File: src/rtl/vga_pwm_sched.sv
// Dither phase scheduler for the VGA 24->18 bit temporal-dither datapath.
// Ports: clk, reset, ce_pix, csync_en, hsync, csync, vsync, cfg_mode, cfg_load
//        in; phase, dither_en, locked, frame_cnt out.
module vga_pwm_sched #(
  parameter int FILT_LEN   = 4,
  parameter int TIMEOUT    = 4096,
  parameter int LOCK_LINES = 2
) (
  input  logic       clk,
  input  logic       reset,
  input  logic       ce_pix,
  input  logic       csync_en,
  input  logic       hsync,
  input  logic       csync,
  input  logic       vsync,
  input  logic [1:0] cfg_mode,
  input  logic       cfg_load,
  output logic [1:0] phase,
  output logic       dither_en,
  output logic       locked,
  output logic [7:0] frame_cnt
);

  localparam int FW = $clog2(FILT_LEN + 1);
  localparam int WW = $clog2(TIMEOUT + 1);
  localparam int LW = $clog2(LOCK_LINES + 1);

  typedef enum logic [1:0] {
    NOSIG,
    LOCKING,
    LOCKED
  } state_t;

  state_t        state;
  state_t        state_nxt;
  logic          sel_q;
  logic          s_raw;
  logic          s_filt;
  logic          s_filt_d;
  logic [FW-1:0] fcnt;
  logic          vs_q;
  logic          vs_d;
  logic [1:0]    line_cnt;
  logic [1:0]    line_nxt;
  logic [7:0]    frame_nxt;
  logic [1:0]    mode_pend;
  logic [1:0]    mode_act;
  logic [1:0]    seed;
  logic [WW-1:0] wd;
  logic [LW-1:0] lock_cnt;
  logic [LW-1:0] lock_inc;
  logic          toggle;
  logic          line_start;
  logic          frame_start;
  logic          timeout;

  // A change of sync source invalidates all timing history.
  assign toggle      = csync_en ^ sel_q;
  assign line_start  = s_filt_d & ~s_filt;
  assign frame_start = vs_q & ~vs_d;
  assign timeout     = (wd == WW'(TIMEOUT));
  assign lock_inc    = lock_cnt + LW'(1);

  always_ff @(posedge clk) begin
    if (reset) begin
      sel_q    <= 1'b0;
      s_raw    <= 1'b0;
      s_filt   <= 1'b0;
      s_filt_d <= 1'b0;
      fcnt     <= '0;
      vs_q     <= 1'b0;
      vs_d     <= 1'b0;
    end else begin
      sel_q    <= csync_en;
      s_raw    <= csync_en ? csync : hsync;
      s_filt_d <= s_filt;
      vs_q     <= vsync;
      vs_d     <= vs_q;
      if (toggle || s_raw == s_filt) begin
        fcnt <= '0;
      end else if (fcnt == FW'(FILT_LEN - 1)) begin
        s_filt <= s_raw;
        fcnt   <= '0;
      end else begin
        fcnt <= fcnt + FW'(1);
      end
    end
  end

  // Frame start wins over a coincident line start.
  always_comb begin
    line_nxt  = line_cnt;
    frame_nxt = frame_cnt;
    if (frame_start) begin
      line_nxt  = 2'd0;
      frame_nxt = frame_cnt + 8'd1;
    end else if (line_start) begin
      line_nxt = line_cnt + 2'd1;
    end
  end

  // Seed is taken from the post-update counts.
  always_comb begin
    seed = 2'd0;
    case (mode_act)
      2'd2:    seed = line_nxt;
      2'd3:    seed = line_nxt + frame_nxt[1:0];
      default: seed = 2'd0;
    endcase
  end

  always_ff @(posedge clk) begin
    if (reset) begin
      line_cnt  <= 2'd0;
      frame_cnt <= 8'd0;
      phase     <= 2'd0;
    end else begin
      line_cnt  <= line_nxt;
      frame_cnt <= frame_nxt;
      if (mode_act == 2'd0 || s_filt)
        phase <= 2'd0;
      else if (line_start)
        phase <= seed;
      else if (ce_pix)
        phase <= phase + 2'd1;
    end
  end

  always_ff @(posedge clk) begin
    if (reset) begin
      mode_pend <= 2'd0;
      mode_act  <= 2'd0;
    end else begin
      if (cfg_load)
        mode_pend <= cfg_mode;
      if (state != LOCKED)
        mode_act <= mode_pend;
      else if (frame_start)
        mode_act <= cfg_load ? cfg_mode : mode_pend;
    end
  end

  always_ff @(posedge clk) begin
    if (reset) begin
      wd       <= '0;
      lock_cnt <= '0;
    end else begin
      if (toggle || line_start)
        wd <= '0;
      else if (!timeout)
        wd <= wd + WW'(1);
      if (toggle)
        lock_cnt <= '0;
      else if (line_start && state == NOSIG)
        lock_cnt <= LW'(1);
      else if (line_start && state == LOCKING)
        lock_cnt <= lock_inc;
    end
  end

  always_ff @(posedge clk) begin
    if (reset)
      state <= NOSIG;
    else
      state <= state_nxt;
  end

  always_comb begin
    state_nxt = state;
    if (toggle) begin
      state_nxt = NOSIG;
    end else if (line_start) begin
      case (state)
        NOSIG:
          state_nxt = (LOCK_LINES == 1) ? LOCKED : LOCKING;
        LOCKING:
          if (lock_inc == LW'(LOCK_LINES))
            state_nxt = LOCKED;
        default:
          state_nxt = state;
      endcase
    end else if (timeout) begin
      state_nxt = NOSIG;
    end
  end

  always_comb begin
    locked = (state == LOCKED);
  end

  always_ff @(posedge clk) begin
    if (reset)
      dither_en <= 1'b0;
    else
      dither_en <= (state == LOCKED) && (mode_act != 2'd0);
  end

endmodule

File: config.mk
export PLATFORM = sky130hd
export DESIGN_NAME = vga_pwm_sched
export DESIGN_NICKNAME = d
export VERILOG_FILES = /design/src/rtl/vga_pwm_sched.sv
export SDC_FILE = /design/constraint.sdc
export NUM_CORES = 1
export LEC_CHECK = 0
export CAP_MARGIN = 10
export CORE_AREA = 2 2 70 72
export CTS_CLUSTER_DIAMETER = 120
export CTS_CLUSTER_SIZE = 28
export DETAILED_ROUTE_END_ITERATION = 16
export DIE_AREA = 0 0 72 74
export GPL_TIMING_DRIVEN = 0
export MAX_ROUTING_LAYER = met4
export PLACE_DENSITY_LB_ADDON = 0.05
export SYNTH_ARGS = -nofsm -noshare
export SYNTH_HDL_FRONTEND = slang
export SYNTH_SLANG_ARGS = --single-unit
File: constraint.sdc
create_clock -name clk -period 2.2 [get_ports clk]
set_clock_uncertainty 0.2 [all_clocks]
set_input_delay 0.44 -clock clk [delete_from_list [all_inputs] [get_ports clk]]
set_output_delay 0.44 -clock clk [all_outputs]
set_load 0.01 [all_outputs]
==> results.json <==
{
  "globalRouteOverflowTotal": 0,
  "setup_viol": 0,
  "grt_pass1_vias": 1387,
  "ioPinCount": 22,
  "cp.arrival_ns": 1.48,
  "cts.clk_slew.worst_paths_ns": 0.09,
  "synth-adder-area-share_pct": 4.66,
  "combinationalPowerShare_pct": 6.2,
  "intPower_uw": 1300,
  "power_density_mw_per_mm2": 707,
  "diodes": 0,
  "final_layout_size_suffix_gt1_share_pct": 7.63,
  "gp_congestion": 0.788,
  "outcome": "complete, no violations",
  "cts-htree-levels": 2,
  "p_switching_uw": 341,
  "avgSynthCellArea_um2": 9.04,
  "synth_top_family_by_area": "simple AND/OR/NAND/NOR gates",
  "first_iter_violations": 82,
  "fp.dieW_um": 72,
  "start_kind": "flop",
  "groute.usage.overall_pct": 15.6,
  "fin_area_mm2": 0.00231,
  "hold_violations": 0,
  "synth_mux_area_share_pct": 3.39,
  "num-nets-final": 252,
  "end_kind": "output pin",
  "period_share_pct": 96.4,
  "clock_latency_ns": 0.30,
  "hp-class": "flop to flop",
  "final_antenna_net_count": 0,
  "crit_type": "flop to output pin",
  "die_height_um": 74,
  "seq_power_share_pct": 49.1,
  "antenna_found_initial": 0,
  "report.final.slew_viol_count": 0,
  "rsz0062_at_grt": "no",
  "grt_pass1_wl_um": 6200,
  "numClockSinks": 43,
  "synthDistinctLibCells": 34,
  "drv_cap": 0,
  "post-dp-hpwl_um": 2640,
  "placed_cell_area_mm2": 0.00216,
  "fmax_ghz": 0.471,
  "vias": 1449,
  "numCtsBuffers": 5,
  "core_area_mm2": 0.00460,
  "p_leak_uw": 0.000828,
  "area_growth_pct": 23.1,
  "routed_wl_um": 3600,
  "final_common_cell": "dfxtp_1",
  "io_buffers": 21,
  "synth-xor-area-share_pct": 10.7,
  "worstMarginPinSlew_ns": 0.469,
  "fin_util_pct": 50.3,
  "ys_seq_area_share_pct": 45.8,
  "ys_ff_latch": 43,
  "drc": 0,
  "synth_compound_area_share_pct": 7.98,
  "cts_tree": "done",
  "p_sw_share_pct": 20.8,
  "final_cell_mix": "dfxtp_1, nor2_1, clkdlybuf4s50_1, nand2_1, xor2_1",
  "die_area_mm2": 0.00533,
  "grt_max_degree": 15,
  "r2r_slack_ns": 0.20,
  "synth-simple-area-share_pct": 24.5,
  "rows": 25,
  "syn_area_mm2": 0.00188,
  "clockBufferDepth": 2,
  "power_frac_clock_pct": 44.7,
  "start_util_pct": 40.9,
  "ir_worst_vdd_uv": 336,
  "synth_cells": 208,
  "cp_max_fo": 6,
  "cts-root-buf": "clkbuf_8",
  "timing.slew.headroom_pct": 68.7,
  "synth_warnings": 0,
  "detail_route.wl_per_cell_um": 12.4,
  "layout_min_cycle_time_ns": 2.12,
  "mappedNetlistNets": 225,
  "viasPerCell": 5.00,
  "critical_path_required_ns": 1.56,
  "first_pass_iters": 4
}
==> stage by stage <==
step	hold WS (ns)	std cells	TNS [ns]	total power, uW	setup slack [ns]
floorplan	0.199	208	0	880	0.232
global placement	0.208	283	-1.36	919	-0.138
detailed placement	0.219	283	-1.59	922	-0.168
CTS	0.232	291	0	1650	0.00443
global route	0.254	290	0	1700	0.0108
finish	0.226	290	0	1640	0.0785
==> power by group through the flow <==
stage                     clock network, uW  logic [uW]  registers (uW)
after floorplan                           0        59.1             821
after global placement                    0        97.8             821
after detailed placement                  0         100             822
after CTS                               748         102             804
after global routing                    782         113             806
final                                   732         101             804
==> cell families (layout without fill, tap and decap cells) <==
family | Yosys count | in the layout
AND/OR/NAND/NOR | 93 | 93
flip-flops | 43 | 43
AO/OA/AOI/OAI | 24 | 24
XOR/XNOR | 23 | 23
buffers and inverters | 13 | 41
adder cells (fa/ha/maj) | 7 | 7
multiplexers | 5 | 5
==> layout make-up <==
class / instances / area [um2]
inverter: 7 / 26.3
tap: 54 / 67.6
fill: 416 / 2280
sequential: 43 / 862
timing repair buffer: 21 / 210
clock buffer: 5 / 68.8
buffer: 5 / 30.0
clock inverter: 3 / 67.6
multi-input combinational: 152 / 982
==> flip-flops by register name, indices dropped and copies added (netlist names) <==
| register | flops |
|---|---|
| wd | 13 |
| frame_cnt | 8 |
| fcnt | 3 |
| line_cnt | 2 |
| lock_cnt | 2 |
| mode_act | 2 |
| mode_pend | 2 |
| phase | 2 |
| state | 2 |
| dither_en | 1 |
| s_filt | 1 |
| s_filt_d | 1 |
| s_raw | 1 |
| sel_q | 1 |
| vs_d | 1 |
| vs_q | 1 |
==> synthesized netlist by cell type <==
cell type	n	area [um2]
ha_1	7	87.6
a211oi_1	2	15.0
nor3_1	3	15.0
a21oi_1	8	40.0
and3_1	3	18.8
inv_1	7	26.3
and2_1	1	6.26
nor2_1	37	139
o21ai_0	8	40.0
nor2b_1	5	31.3
nand2_1	13	48.8
xor2_1	12	105
xnor2_1	11	96.3
o31ai_1	1	7.51
nand2b_1	4	25.0
nor4_1	1	6.26
a2111oi_0	1	8.76
nand4_1	5	31.3
o211ai_2	1	12.5
nor4b_1	2	17.5
nor2b_2	1	8.76
buf_6	1	11.3
a2111o_1	1	11.3
mux2i_1	3	30.0
o21bai_1	2	15.0
nand3_1	10	50.1
or4_1	1	7.51
or3_1	3	18.8
mux2i_4	1	22.5
clkbuf_1	5	18.8
mux2_2	1	11.3
dfxtp_1	43	861
nand3b_1	3	22.5
nor2b_4	1	13.8
==> worst paths after layout <==
| path | from | to | cells after the start |
|---|---|---|---|
| max | state[0] | locked | 3 |
| min | fcnt[0] | fcnt[0] | 1 |
| min reg2reg | fcnt[0] | fcnt[0] | 1 |
| max reg2reg | vs_q | phase[0] | 9 |
==> routing by layer <==
layer | vias up | part of all wire, % | GRT usage [%] | wire length [um]
met3 | 4 | 3.3 | 4.47 | 120
li1 | 752 | - | - | -
met4 | 0 | 1.1 | 5.66 | 38
met1 | 674 | 50 | 19.4 | 1790
met5 | - | 0 | - | 0
met2 | 19 | 46 | 24.2 | 1650
==> what timing repair did <==
item,in CTS,in global routing
pin swaps,0,0
resized for setup,3,6
hold buffers,0,0
endpoints found under the setup margin,2,2
setup buffers,0,0
==> critical path: stages, from the launching register on <==
cell             delay (ns)
dfxtp_1                0.36
nand2b_4               0.17
inv_1                  0.10
clkdlybuf4s50_1        0.55
(Power assumes the default switching activity.)
